[src/rtl/bram_sdp.sv]
// Simple dual-port block RAM: one write port, one registered read port.
// Read-before-write on address collision; reset clears only the read register.
module bram_sdp #(
  parameter int DATA_WIDTH = 16,
  parameter int ADDR_WIDTH = 8
) (
  input  logic                  i_clk,
  input  logic                  i_rst,
  input  logic                  i_wr_en,
  input  logic [ADDR_WIDTH-1:0] i_waddr,
  input  logic [DATA_WIDTH-1:0] i_wdata,
  input  logic                  i_rd_en,
  input  logic [ADDR_WIDTH-1:0] i_raddr,
  output logic [DATA_WIDTH-1:0] o_rdata
);

  localparam int DEPTH = 2 ** ADDR_WIDTH;

  // Zero contents and a zero read register from configuration onward.
  logic [DATA_WIDTH-1:0] mem [DEPTH] = '{default: '0};
  logic [DATA_WIDTH-1:0] rdata_q = '0;

  // Write port; deliberately independent of reset so that a write
  // issued alongside reset still lands and contents survive reset.
  always_ff @(posedge i_clk) begin
    if (i_wr_en)
      mem[i_waddr] <= i_wdata;
  end

  // Read port; the non-blocking read sees the pre-write word on a
  // same-address collision. Reset wins over a concurrent read.
  always_ff @(posedge i_clk) begin
    if (i_rst)
      rdata_q <= '0;
    else if (i_rd_en)
      rdata_q <= mem[i_raddr];
  end

  assign o_rdata = rdata_q;

endmodule

[config.mk]
export PLATFORM = sky130hd
export DESIGN_NAME = bram_sdp
export DESIGN_NICKNAME = d
export VERILOG_FILES = /design/src/rtl/bram_sdp.sv
export SDC_FILE = /design/constraint.sdc
export NUM_CORES = 2
export LEC_CHECK = 0
export BUFFER_PORTS_ARGS = -buffer_cell sky130_fd_sc_hd__buf_2
export CAP_MARGIN = 20
export CORE_MARGIN = 2
export CORE_UTILIZATION = 40
export DETAILED_ROUTE_END_ITERATION = 8
export PLACE_DENSITY = 0.6
export SLEW_MARGIN = 20
export SYNTH_ARGS = -nofsm -noshare
export SYNTH_HDL_FRONTEND = slang
export SYNTH_SLANG_ARGS = --single-unit
[constraint.sdc]
create_clock -name i_clk -period 2.1 [get_ports i_clk]
set_input_delay 0.105 -clock i_clk [delete_from_list [all_inputs] [get_ports i_clk]]
set_output_delay 0.105 -clock i_clk [all_outputs]
set_load 0.05 [all_outputs]
== Word-level counts from Yosys, hierarchy flattened ==
Memories as Yosys holds them, arrays and structs flattened. A register that Yosys moved wholly into a read port is not among the register bits.
Cells that the tools add are included.

* $lt $le $gt $ge: 0
* Multiply operators: 0
* Bitwise operators: 0
* Reduce and logical (&&, ||, !) cells: 0
* Equality and inequality tests: 0
* Shift operators: 0
* Muxes and demuxes: 2
* Add/sub/neg operators: 0
* Divide/modulo/power cells: 0

{| class="wikitable"
|+ Operators with widths
! kind !! number
|-
| 1-bit two-way mux || 2
|}

* Input bits: 36
* Memories: 1
* Bits in latches: 0
* Bits in writable memories: 4096
* Word-level logic and storage cells: 3
* Register bits: 0
* ROM bits: 0
* Output and inout bits: 16

{| class="wikitable"
|+ Memory list
! name !! words !! bits a word !! read ports !! clocked after memory_dff !! wr ports !! RTL line !! text
|-
| mem || 256 || 16 || 1 || 1 || 1 || 20 || <nowiki>logic [DATA_WIDTH-1:0] mem [DEPTH] = '{default: '0};</nowiki>
|}

== Logic depth before layout (Yosys ltp) ==
* Depth after elaboration: 2
* Gate-level depth with buffers: 13
* Gate-level depth less buffers: 7

== Worst setup path before layout ==
No wires, ideal clock.

* Path type: input to register
* From: in i_waddr[3]
* To: mem mem[235][0] (enable)
* Cell stages on the path: 6
* Slack: -0.170 ns
* Buffers on the path: 3
* Data arrival time: 1.882 ns
* Setup time: 0.388 ns
* Data required time: 1.712 ns
* Cells stage by stage: clkbuf_1 nor2b_1 clkbuf_1 nand4_1 clkbuf_1 nor2_1

{| class="wikitable"
|+ RTL lines
! item !! RTL line !! text
|-
| start, declared || 10 || <nowiki>input logic [ADDR_WIDTH-1:0] i_waddr,</nowiki>
|-
| end, declared || 20 ||
|}

No word-level cell before the write port.

==> flow_summary.toml <==
[clock_tree]
cts_tree = "built"
cts_made_buffers = 395
clkSlewWorstSetupHoldPaths_ns = 0.06
clock_latency_ns = 0.98
cts_buffer_depth = 4
h-tree-depth = 5
cts_sinks = 4112
root_buffer = "clkbuf_16"
post_cts_buffers = 0

[timing]
whs_ns = 0.0776
tightest_slew_ns = 0.952
finalSetupViolCount = 14
rsz0062_at_grt = "yes"
max_clock_freq_ghz = 0.394
maxSlewHeadroom_pct = 36.6
finalCritPeriodShare_pct = 121
slew_viol_final = 0
finClkSkew_ns = 0.0447
fin_crit_ns = 2.54
hold_violations = 0
setup_tns_ns = -2.08
fin_ws_ns = -0.439

[finish]
areaGrowthSynthToFinish_pct = 21.0
drive_above_1_share_pct = 31.6
nets = 8982
n_fill_cell = 31800
fin_cells = 14500

[critical_path]
cp-start-kind = "flop"
reg2reg_to = "o_rdata[12]$_SDFFE_PP0P_"
reg2reg_depth = 8
crit_buf_inv = 1
crit_family = "multiplexers"
cp_slowest_cell = "mux4_2"
rr_startpoint = "mem[222][12]$_DFFE_PP_"
crit_arrival_ns = 3.41
path_class = "reg -> reg"
reg2reg_slack_ns = -0.44
cp-end-kind = "flop"
required_ns = 2.97
crit_path_cell_trace = "mux4_2 -> mux2_4 -> a2111oi_4 -> buf_4 -> a21oi_4 -> nand4_1 -> nor2_4 -> a221o_1"
worstPathMaxFanout = 1
slowest_delay_ns = 0.47

[synth]
synth.area.mux_share_pct = 14.5
synthArstFlopShare_pct = 0
syn_area_per_cell_um2 = 21.0
synth_compound_area_share_pct = 3.89
synth_top_family_by_area = "multiplexers"
synth_fa_ha_area_share_pct = 0
netlist_instances = 7586
yosys.area_share.simple_pct = 1.94
yosysTopAreaCell = "edfxtp_1"
ys_ff_latch = 4112
synth_xor_area_share_pct = 0
synth_area_leaders = "edfxtp_1 (77%), mux4_2 (9.6%), mux2i_1 (4.4%)"
yosysTopAreaCellShare_pct = 77.4
syn-num-nets = 7622
synth_edf_count = 4096
synth_warnings = 0
ys_seq_area_share_pct = 77.6
netlist_area_mm2 = 0.159
synth_cell_types = 65
yosys_most_used_dff = "edfxtp_1"

[floorplanning]
die-area_mm2 = 0.402
die_h_um = 634
ios = 52
start_util_pct = 40.2
die_x_um = 634
core_mm2 = 0.396
rows = 231

[worst_hold_path]
hold_depth = 5
worstHoldPathType = "in -> reg"
holdPathEnd = "mem[188][3]$_DFFE_PP_"
worstHoldStart = "i_waddr[3]"

[detailed_routing]
drtPass1Iterations = 6
highest_layer = "met5"
via_per_inst = 5.83
routed-wl-met2_mm = 223
postRouteWirelength_mm = 469
dr.first_iter.drc_count = 11500
wl_met1_mm = 187
drtAntennaViolNets = 0
drc = 0
via_count = 84700
wl_met3_mm = 42.8
wl_per_cell_um = 32.3

[place]
hpwl_mm = 309
gp_congestion = 0.885
place_inst = 13800
port-buffer-count = 51

[global_route]
grt_pass1_wl_mm = 654
grt_pass1_vias = 84100
grt_start_max_net_pins = 113
antenna_found_initial = 42
grt-ovfl-total = 0
grt.total_usage_pct = 23.0

[power]
ir_drop_mv = 0.622
power.density_mw_per_mm2 = 897
p_seq_share_pct = 52.5
p_comb_share_pct = 6.1
p_int_uw = 135000
switching_share_pct = 21.8
clockPowerShare_pct = 41.4
leakage_uw = 0.0630
switching_power_uw = 37500
total_power_uw = 173000

[status]
status = "complete, but fails checks"
failed_checks = "negative setup slack"

[flow_run]
cap_violations = 0
[area by class of cell]
cell class              count  area [µm²]  area share (%)
flip-flops and latches   4112      123000            64.1
multi-input cells        3010       33800            17.6
repair buffers           1420       15700            8.18
clock buffers             482       10400            5.42
well taps                5242        6560            3.41
clock inverters           240        2480            1.29
diodes                     16        40.0          0.0208
inverters                   7        35.0          0.0182
[layout by cell type, fill, tap and decap left out, drive strengths merged, types with 7 or more instances in the layout]
master       synthesis  routed
mux2i              694     694
nand3               68      68
dfxtp               16      16
a221o                9       9
clkinv               2     173
dlygate4sd3          0      28
buf                286    1392
and3                12      12
bufinv               0      42
nor2b                9       9
a31oi                8       8
nor2               294     294
diode                0      16
a221oi              17      17
o22ai              230     230
a22o                12      12
o21ai               95      95
inv                  5      15
or3                  7       7
clkbuf             171     482
clkinvlp             0      17
edfxtp            4096    4096
nor3                40      40
a2111oi             49      49
o221ai             128     128
a22oi               73      73
mux4               704     704
a21oi              132     132
nand2              238     238
nand4               23      23
a211oi              87      87
a32oi               10      10
a211o                9       9
[synth_stat cells (6+ instances only)]
cell type and count:
buf_8 25, mux4_2 676, mux2i_1 694, a22oi_1 73, dfxtp_1 16, a32oi_1 10
o22ai_1 230, buf_6 82, buf_12 28, o221ai_1 122, nor3_1 40, buf_2 97
a21oi_1 132, a221o_1 9, clkbuf_1 164, nor2b_1 9, and3_1 12, nand2_1 238
nor2_1 294, a211o_1 9, mux4_1 28, a211oi_1 87, o21ai_1 12, o21ai_0 83
a31oi_1 8, edfxtp_1 4096, a2111oi_0 40, nand4_1 23, buf_4 27, a221oi_1 17
a22o_1 10, nand3_1 68, a32o_1 6, clkbuf_8 6, or3_1 7, mux2_2 6
buf_1 27, o221ai_2 6
[logic make-up (layout without fill, tap and decap cells)]
| family | count (synthesis) | in the layout |
|---|---|---|
| simple gates | 721 | 721 |
| flops | 4112 | 4112 |
| other cells | 0 | 16 |
| mux | 1404 | 1404 |
| compound gates | 885 | 885 |
| buf+inv | 464 | 2149 |
[stage by stage]
stage | utilization (%) | area (µm²) | setup WS (ns)
2_1_floorplan | - | 159000 | -0.170
3_3_place_gp | 45.0 | 178000 | -1.70
3_5_place_dp | 45.0 | 178000 | -1.44
4_1_cts | 48.5 | 192000 | -0.428
5_1_grt | 48.6 | 192000 | -0.444
6_report | 48.6 | 192000 | -0.439
[per-layer routing]
metal  vias to the layer above  track usage (%)
li1                      34600                -
met1                     45200             32.0
met2                      4168             37.0
met3                       687             3.97
met4                        20             7.45
met5                         -                0
[power by group through the flow]
stage               clock [µW]  sequential (µW)  combinational [µW]
global placement             0            92300               10000
detailed placement           0            92300               10100
floorplan                    0            92400                4300
CTS                      72200            90600               10400
global route             75400            90500               10900
finish                   71400            90600               10500
[sequential cells by signal, indices dropped and copies added (netlist names)]
name	count
mem	4096
o_rdata	16
[tightest hold or removal path, stage by stage]
cell	delay, ns
buf_2	0.18
nand4_1	0.14
buf_4	0.21
nor2_2	0.07
buf_12	0.16
[timing repair]
action                                 in CTS  in global routing
resized for setup                         193                 89
hold buffers                               28                  0
endpoints found under the hold margin    4132                  0
setup endpoints to repair                  23                 16
pin swaps                                  55                 35
[worst max path at each step]
stage,to,cells after the start,from,slack (ns)
floorplan,mem[235][0]$_DFFE_PP_,6,i_waddr[3],-0.17
global placement,o_rdata[7]$_SDFFE_PP0P_,13,i_raddr[0],-1.70
detailed placement,o_rdata[14]$_SDFFE_PP0P_,9,i_raddr[2],-1.44
CTS,o_rdata[12]$_SDFFE_PP0P_,8,mem[222][12]$_DFFE_PP_,-0.43
global route,o_rdata[12]$_SDFFE_PP0P_,8,mem[222][12]$_DFFE_PP_,-0.44
finish,o_rdata[12]$_SDFFE_PP0P_,8,mem[222][12]$_DFFE_PP_,-0.44
Power figures use the tool's default switching activity.
